File: src/rtl/MCPkg.sv
// Shared definitions for the extremity switch logic.
// Holds the per-side switch configuration word layout and its field positions.
package MCPkg;

  // Bit positions of the configuration fields inside a switchstate_t word.
  localparam int SW_SRC_BIT = 0;
  localparam int SW_INV_BIT = 1;
  localparam int SW_EN_BIT  = 2;

  // Per-side configuration word.
  // reserved bits carry no function, but any change to them still counts as a config rewrite.
  typedef struct packed {
    logic [12:0] reserved;
    logic        enable;
    logic        invert;
    logic        src;
  } switchstate_t;

endpackage

File: src/rtl/extremity_switch_mapper_get_edge.sv
// Edge detector: registers a level and flags its rising and falling transitions.
// The edge flags are combinational against the registered copy, so they are
// valid during the cycle before data_o takes the new level.
module get_edge (
  input  logic clk_i,
  input  logic reset_ni,
  input  logic data_i,
  output logic data_o,
  output logic rising_o,
  output logic falling_o
);

  // One-cycle registered copy of the input level; cleared by reset.
  always_ff @(posedge clk_i) begin
    if (!reset_ni) begin
      data_o <= 1'b0;
    end else begin
      data_o <= data_i;
    end
  end

  // Transition flags compare the live input against the stored level.
  always_comb begin
    rising_o  = data_i & ~data_o;
    falling_o = ~data_i & data_o;
  end

endmodule

File: src/rtl/extremity_switch_mapper.sv
// Maps two debounced extremity contacts onto a green/red LED pair per side.
// Path: contact -> hit term (comb) -> get_edge register -> LED decode -> LED register,
// giving two cycles from rawswitches and one cycle from blinker_i to the LEDs.
// Index 0 is the left extremity, index 1 the right extremity.
module extremity_switch_mapper
  import MCPkg::*;
(
  input  logic               clk_i,
  input  logic               reset_ni,
  input  logic [1:0]         rawswitches,
  input  switchstate_t [1:0] switchesconfig,
  input  logic               blinker_i,
  output logic               led_lg,
  output logic               led_lr,
  output logic               led_rg,
  output logic               led_rr
);

  logic [1:0]         hit_term;         // live shall-hit term per side
  logic [1:0]         hit_state;        // registered hit level per side
  logic [1:0]         hit_rise;         // hit event per side
  logic [1:0]         hit_fall_unused;  // release events are not needed here
  logic [1:0]         hit_seen_q;       // sticky "was hit since last config rewrite"
  switchstate_t [1:0] cfg_q;            // config words from the previous cycle
  logic [1:0]         cfg_changed;
  logic [1:0]         green_d;
  logic [1:0]         red_d;
  logic               fault;

  // Shall-hit term: selected contact, optionally inverted for NC contacts, gated by enable.
  always_comb begin
    hit_term = 2'b00;
    for (int s = 0; s < 2; s++) begin
      hit_term[s] = switchesconfig[s].enable &
                    (rawswitches[switchesconfig[s].src] ^ switchesconfig[s].invert);
    end
  end

  get_edge u_edge_left (
    .clk_i     (clk_i),
    .reset_ni  (reset_ni),
    .data_i    (hit_term[0]),
    .data_o    (hit_state[0]),
    .rising_o  (hit_rise[0]),
    .falling_o (hit_fall_unused[0])
  );

  get_edge u_edge_right (
    .clk_i     (clk_i),
    .reset_ni  (reset_ni),
    .data_i    (hit_term[1]),
    .data_o    (hit_state[1]),
    .rising_o  (hit_rise[1]),
    .falling_o (hit_fall_unused[1])
  );

  // Remember each side's config word so a rewrite (any bit, reserved included) can be seen.
  always_ff @(posedge clk_i) begin
    if (!reset_ni) begin
      cfg_q <= '0;
    end else begin
      cfg_q <= switchesconfig;
    end
  end

  // A config word differing from last cycle's copy is a rewrite.
  always_comb begin
    cfg_changed = 2'b00;
    for (int s = 0; s < 2; s++) begin
      cfg_changed[s] = (switchesconfig[s] != cfg_q[s]);
    end
  end

  // Sticky hit-seen flags: set by a hit event, cleared by a config rewrite (clear wins).
  always_ff @(posedge clk_i) begin
    if (!reset_ni) begin
      hit_seen_q <= 2'b00;
    end else begin
      for (int s = 0; s < 2; s++) begin
        if (cfg_changed[s]) begin
          hit_seen_q[s] <= 1'b0;
        end else if (hit_rise[s]) begin
          hit_seen_q[s] <= 1'b1;
        end
      end
    end
  end

  // LED decode per side in priority order: disabled, fault, hit, seen, idle.
  always_comb begin
    green_d = 2'b00;
    red_d   = 2'b00;
    fault   = switchesconfig[0].enable & switchesconfig[1].enable &
              hit_state[0] & hit_state[1];
    for (int s = 0; s < 2; s++) begin
      if (!switchesconfig[s].enable) begin
        green_d[s] = 1'b0;
        red_d[s]   = 1'b0;
      end else if (fault) begin
        red_d[s]   = blinker_i;
      end else if (hit_state[s]) begin
        red_d[s]   = 1'b1;
      end else if (hit_seen_q[s]) begin
        green_d[s] = blinker_i;
      end else begin
        green_d[s] = 1'b1;
      end
    end
  end

  // Registered LED outputs; all dark while in reset.
  always_ff @(posedge clk_i) begin
    if (!reset_ni) begin
      led_lg <= 1'b0;
      led_lr <= 1'b0;
      led_rg <= 1'b0;
      led_rr <= 1'b0;
    end else begin
      led_lg <= green_d[0];
      led_lr <= red_d[0];
      led_rg <= green_d[1];
      led_rr <= red_d[1];
    end
  end

endmodule

File: config.mk
export PLATFORM = sky130hd
export DESIGN_NAME = extremity_switch_mapper
export DESIGN_NICKNAME = d
export VERILOG_FILES = /design/src/rtl/MCPkg.sv /design/src/rtl/extremity_switch_mapper_get_edge.sv /design/src/rtl/extremity_switch_mapper.sv
export SDC_FILE = /design/constraint.sdc
export NUM_CORES = 1
export LEC_CHECK = 0
export CORE_ASPECT_RATIO = 0.5
export CORE_MARGIN = 2
export CORE_UTILIZATION = 55
export DETAILED_ROUTE_END_ITERATION = 10
export DONT_BUFFER_PORTS = 1
export GPL_ROUTABILITY_DRIVEN = 0
export PLACE_DENSITY = 0.75
export SLEW_MARGIN = 20
export SYNTH_ARGS = -nofsm -noshare
export SYNTH_HDL_FRONTEND = slang
export SYNTH_SLANG_ARGS = --single-unit
File: constraint.sdc
create_clock -name clk_i -period 1.2 [get_ports clk_i]
set_input_delay 0.24 -clock clk_i [delete_from_list [all_inputs] [get_ports clk_i]]
set_output_delay 0.24 -clock clk_i [all_outputs]
set_load 0.05 [all_outputs]
==> qor.csv, run 1 <==
metric;value;unit
number of synthesized flops with an enable pin;0;
1st-iter DRT viols;16;
share of the synthesized area in the top cell type;53.0;%
Max Transition Viols Final;0;
most frequent cell after synthesis;dfxtp_1;
clock sink count;40;
remaining global-route overflow;0;
Core ar.;2600;µm²
htree depth;2;
DR WL met3;200;µm
Reg area;805;µm²
Fin. Hold Viols;0;
Final period util;98.9;%
outcome;finished clean;
TritonRoute pass-1 iters;4;
ys async rst share;0;%
RSZ-0062 raised after global routing;yes;
minimum clock period;1.19;ns
Num CTS Buffers;5;
R2R setup slack;0.01;ns
Worst-Margin Slew;0.475;ns
wire per inst;13.2;µm
area delta synth->final;9.77;%
antenna fix cells;0;
Cell Rows;13;
Final Skew;0.00127;ns
half-perimeter wire length after placement;1610;µm
Critical Path RT;1.41;ns
fmax;843;MHz
initial antenna violation count;0;
worst slack, placed;0.00120;ns
synth warn;0;
design area;1660;µm²
detailed-route DRC error count;0;
via/cell ratio;4.92;
max cap viols;0;
Die H;41.1;µm
worst relative slew slack;68.3;%
post-synthesis sequential area ratio;53.0;%
CP arrival;1.40;ns
via count;880;
Yosys reg bits;40;
setup_tns;0;ns
TritonCTS clock tree;built;
largest fanout on the critical path;1;
PD cells;1470;nW/µm²
# hold bufs at CTS;0;
placed insts;172;
multi-input logic area;712;µm²
Routed Antenna Nets;0;
Min Hold Slack;0.0555;ns
critical path type;register to register;
Setup crit end kind;register;
reg2reg end;hit_seen_q[1];
DR WL met2;1150;µm
FF-to-FF path depth;4;
# Post-CTS Setup Buffers;0;
NumNets Final;179;
share of cells above drive strength 1;14.1;%
fill cell count;229;
Post-Layout Cell Count;179;
Leakage;0.687;nW
GRT Util Overall;15.9;%
reg2reg start;cfg_q[20];
Avg Synthesized Cell Area;11.0;µm²
worst skew pair latency;0.29;ns
Placement Cell Area;1550;µm²
post-layout power;2.44;mW
WL final;2360;µm
final setup vio count;0;
final worst setup slack;0.0131;ns
Clk pin slew, worst setup/hold paths;0.07;ns
wl on met1;1000;µm
first-pass GRT wire length;3530;µm
cell count after synthesis;138;
pin count of the biggest net entering global routing;35;
Layout Utilization;63.7;%
Die Area;3210;µm²
hold crit path type;input pin to register;
Boundary Pins;41;
vias in the first global route;848;
Area contributors post-synth;dfxtp_1, xor2_1, and2_1;
post-synthesis cell type count;16;
worst-case clock buffer depth;2;
maximum vdd drop;0.900;mV
largest area contributor in the netlist;dfxtp_1;
crit path launch;cfg_q[20];
synth cell count leaders;dfxtp_1, and2_1, xor2_1, inv_1, nor4_2;
highest metal used;met4;
PortBufs;0;
Netlist Area Pre-Place;1510;µm²
Root Driver;clkbuf_8;
chip width;78.1;µm
initial core utilization;58.1;%
CP endpoint;hit_seen_q[1];
ys flop type;dfxtp_1;
Synth Net Count;175;
critical path launch point type;register;
routing by layer:
metal  vias up  track usage, %
li1        446               -
met1       407            16.7
met2        25            26.5
met3         2            10.6
met4         0            6.58
met5         -               0
critical path, stage by stage (launching register included):
cell and delay (ns):
dfxtp_2 0.32, xor2_1 0.16, nor4_2 0.30, nand4_1 0.14, nor3_2 0.19
area by class of cell:
| type | count | area share, % |
|---|---|---|
| Tap cell | 37 | 2.79 |
| Clock inverter | 1 | 0.302 |
| Multi-Input combinational cell | 90 | 42.9 |
| Sequential cell | 40 | 48.5 |
| Clock buffer | 6 | 4.37 |
| Inverter | 5 | 1.13 |
worst min path at each step:
stage / start / to / slack (ns) / cells past startpoint
after CTS: switchesconfig[2] / led_rr / 0.05 / 1
after floorplan: switchesconfig[18] / led_lr / 0.35 / 1
after detailed placement: switchesconfig[2] / led_rr / 0.36 / 1
final: switchesconfig[2] / led_rr / 0.06 / 1
after global routing: switchesconfig[18] / led_lr / 0.04 / 1
after global placement: switchesconfig[18] / led_lr / 0.36 / 1
where the power goes:
group | internal (mW) | switching [mW] | total, mW
combinational | 0.104 | 0.0839 | 0.187
sequential | 1.40 | 0.0490 | 1.45
clock | 0.394 | 0.413 | 0.807
cell families (layout without fill, tap and decap cells):
family | after synthesis | after routing | share of synthesized area (%)
buf+inv | 8 | 12 | 1.99
simple gates | 48 | 48 | 21.0
xor+xnor | 34 | 34 | 19.7
mux | 2 | 2 | 1.32
flops | 40 | 40 | 53.0
compound gates | 6 | 6 | 2.98
placed cells by master (no fill, tap or decap), types with 3 or more instances in the layout:
master and n:
xor2_1 28, nor4_2 6, clkbuf_8 5, and2_1 31, dfxtp_1 37, dfxtp_2 3, nand2_1 4, xnor2_1 4
inv_1 5
timing repair:
action	in CTS	in global routing
gates resized for setup	1	7
pin swaps	4	5
setup endpoints to repair	1	2
state kept, by name (all words and copies together) (netlist names):
name,count
hit_seen_q,2
cfg_q,32
led_lg,1
u_edge_right.data_o,1
led_lr,1
u_edge_left.data_o,1
led_rr,1
led_rg,1
Power figures use the tool's default switching activity.
==> inputs of run 2 (changes only) <==
==> constraint.sdc (replaced) <==
create_clock -name clk_i -period 1.5 [get_ports clk_i]
set_input_delay 0.3 -clock clk_i [delete_from_list [all_inputs] [get_ports clk_i]]
set_output_delay 0.3 -clock clk_i [all_outputs]
set_load 0.05 [all_outputs]
==> run 2 against run 1 <==
  * Sequential share of layout area up 0.44 points
  * Clock skew increased by 0.00063 ns
  * Cell count increased by 0.56%
  * Critical endpoint is now led_rg
  * Largest cell class unchanged
  * Largest power group unchanged
==> qor.csv, run 2 (synthesis results as in run 1) <==
metric;value;unit
design area;1640;µm²
# hold bufs at CTS;0;
Worst-Margin Slew;0.480;ns
Num CTS Buffers;5;
Setup crit end kind;output pin;
critical path launch point type;register;
minimum clock period;1.20;ns
FF-to-FF path depth;4;
detailed-route DRC error count;0;
WHS Endpoint;led_lr;
via count;879;
final setup vio count;0;
worst slack, placed;0.321;ns
TritonRoute pass-1 iters;2;
largest fanout on the critical path;1;
WL final;2240;µm
setup_tns;0;ns
Fin. Hold Viols;0;
Core ar.;2600;µm²
PD cells;1230;nW/µm²
Max Transition Viols Final;0;
Biggest register;cfg_q;
Final period util;80.3;%
worst relative slew slack;68.0;%
htree depth;2;
half-perimeter wire length after placement;1650;µm
Die H;41.1;µm
leading cell type in the layout, fill and taps excluded;dfxtp_1;
hold path depth;1;
area delta synth->final;8.28;%
maximum vdd drop;0.761;mV
fmax;830;MHz
chip width;78.1;µm
Sequential Power Share;57.4;%
GRT Util Overall;15.6;%
CP arrival;0.90;ns
critical path type;register to output pin;
initial core utilization;58.1;%
pin count of the biggest net entering global routing;35;
outcome;finished clean;
antenna fix cells;0;
clock sink count;40;
Layout Utilization;62.9;%
worst skew pair latency;0.28;ns
vias in the first global route;869;
Placement Cell Area;1550;µm²
Final Skew;0.00190;ns
Clk network pwr share;35.5;%
Leakage;0.689;nW
most frequent cells in the layout;dfxtp_1, and2_1, xor2_1;
# Post-CTS Setup Buffers;0;
initial antenna violation count;0;
first-pass GRT wire length;3530;µm
wire per inst;12.4;µm
Routed Antenna Nets;0;
CTS resizes;0;
TritonCTS clock tree;built;
Boundary Pins;41;
worst-case clock buffer depth;2;
max cap viols;0;
post-layout power;2.01;mW
Cell Rows;13;
hold crit path type;input pin to register;
reg2reg end;hit_seen_q[1];
reg2reg start;cfg_q[24];
max FFs per register;32;
1st-iter DRT viols;22;
biggest regs;cfg_q (32), hit_seen_q (2);
remaining global-route overflow;0;
final worst setup slack;0.296;ns
Clk pin slew, worst setup/hold paths;0.07;ns
Hold Crit Start;switchesconfig[18];
Int Power;1.57;mW
Comb pwr share;7.1;%
net switching power;0.438;mW
Root Driver;clkbuf_8;
Die Area;3210;µm²
RSZ-0062 raised after global routing;no;
switch share;21.8;%
PortBufs;0;
R2R setup slack;0.33;ns
share of cells above drive strength 1;8.39;%
via/cell ratio;4.88;
NumNets Final;179;
Critical Path RT;1.20;ns
==> run 2: cell count changes in the layout (fill, tap and decap cells not counted), sizes merged <==
cell    delta
clkbuf     +2
clkinv     -1
==> run 2: final cells by class <==
cell class / instances / area [µm²]
multi-input cells: 90 / 681
flip-flops and latches: 40 / 801
inverters: 5 / 18.8
well taps: 37 / 46.3
fillers: 216 / 966
clock buffers: 8 / 90.1
==> run 2: how the worst max path moves through the flow <==
stage | slack (ns) | start | end | cells past startpoint
after floorplan | 0.47 | cfg_q[24] | hit_seen_q[1] | 4
after detailed placement | 0.32 | cfg_q[24] | hit_seen_q[1] | 4
final | 0.30 | led_rg | led_rg | 0
after global placement | 0.35 | cfg_q[28] | hit_seen_q[1] | 4
after CTS | 0.28 | led_rg | led_rg | 0
after global routing | 0.27 | cfg_q[24] | hit_seen_q[1] | 4
==> run 2: per-stage QoR <==
| stage | hold slack (ns) | instances |
|---|---|---|
| floorplan | 0.406 | 138 |
| global placement | 0.418 | 172 |
| detailed placement | 0.416 | 172 |
| CTS | 0.108 | 180 |
| global route | 0.102 | 180 |
| finish | 0.116 | 180 |
==> run 2: power groups by stage <==
stage          Combinational [mW]  Sequential (mW)  Clock [mW]
2_1_floorplan               0.132             1.17           0
3_3_place_gp                0.140             1.18           0
3_5_place_dp                0.143             1.18           0
4_1_cts                     0.145             1.15       0.730
5_1_grt                     0.160             1.16       0.776
6_report                    0.142             1.15       0.714
==> run 2: per-layer routing <==
layer,vias to the layer above,global-route usage [%],routed length (µm)
met3,5,6.61,162
met2,24,26.3,1020
met4,0,9.21,29
met1,395,17.5,1030
li1,455,-,-
met5,-,0,0
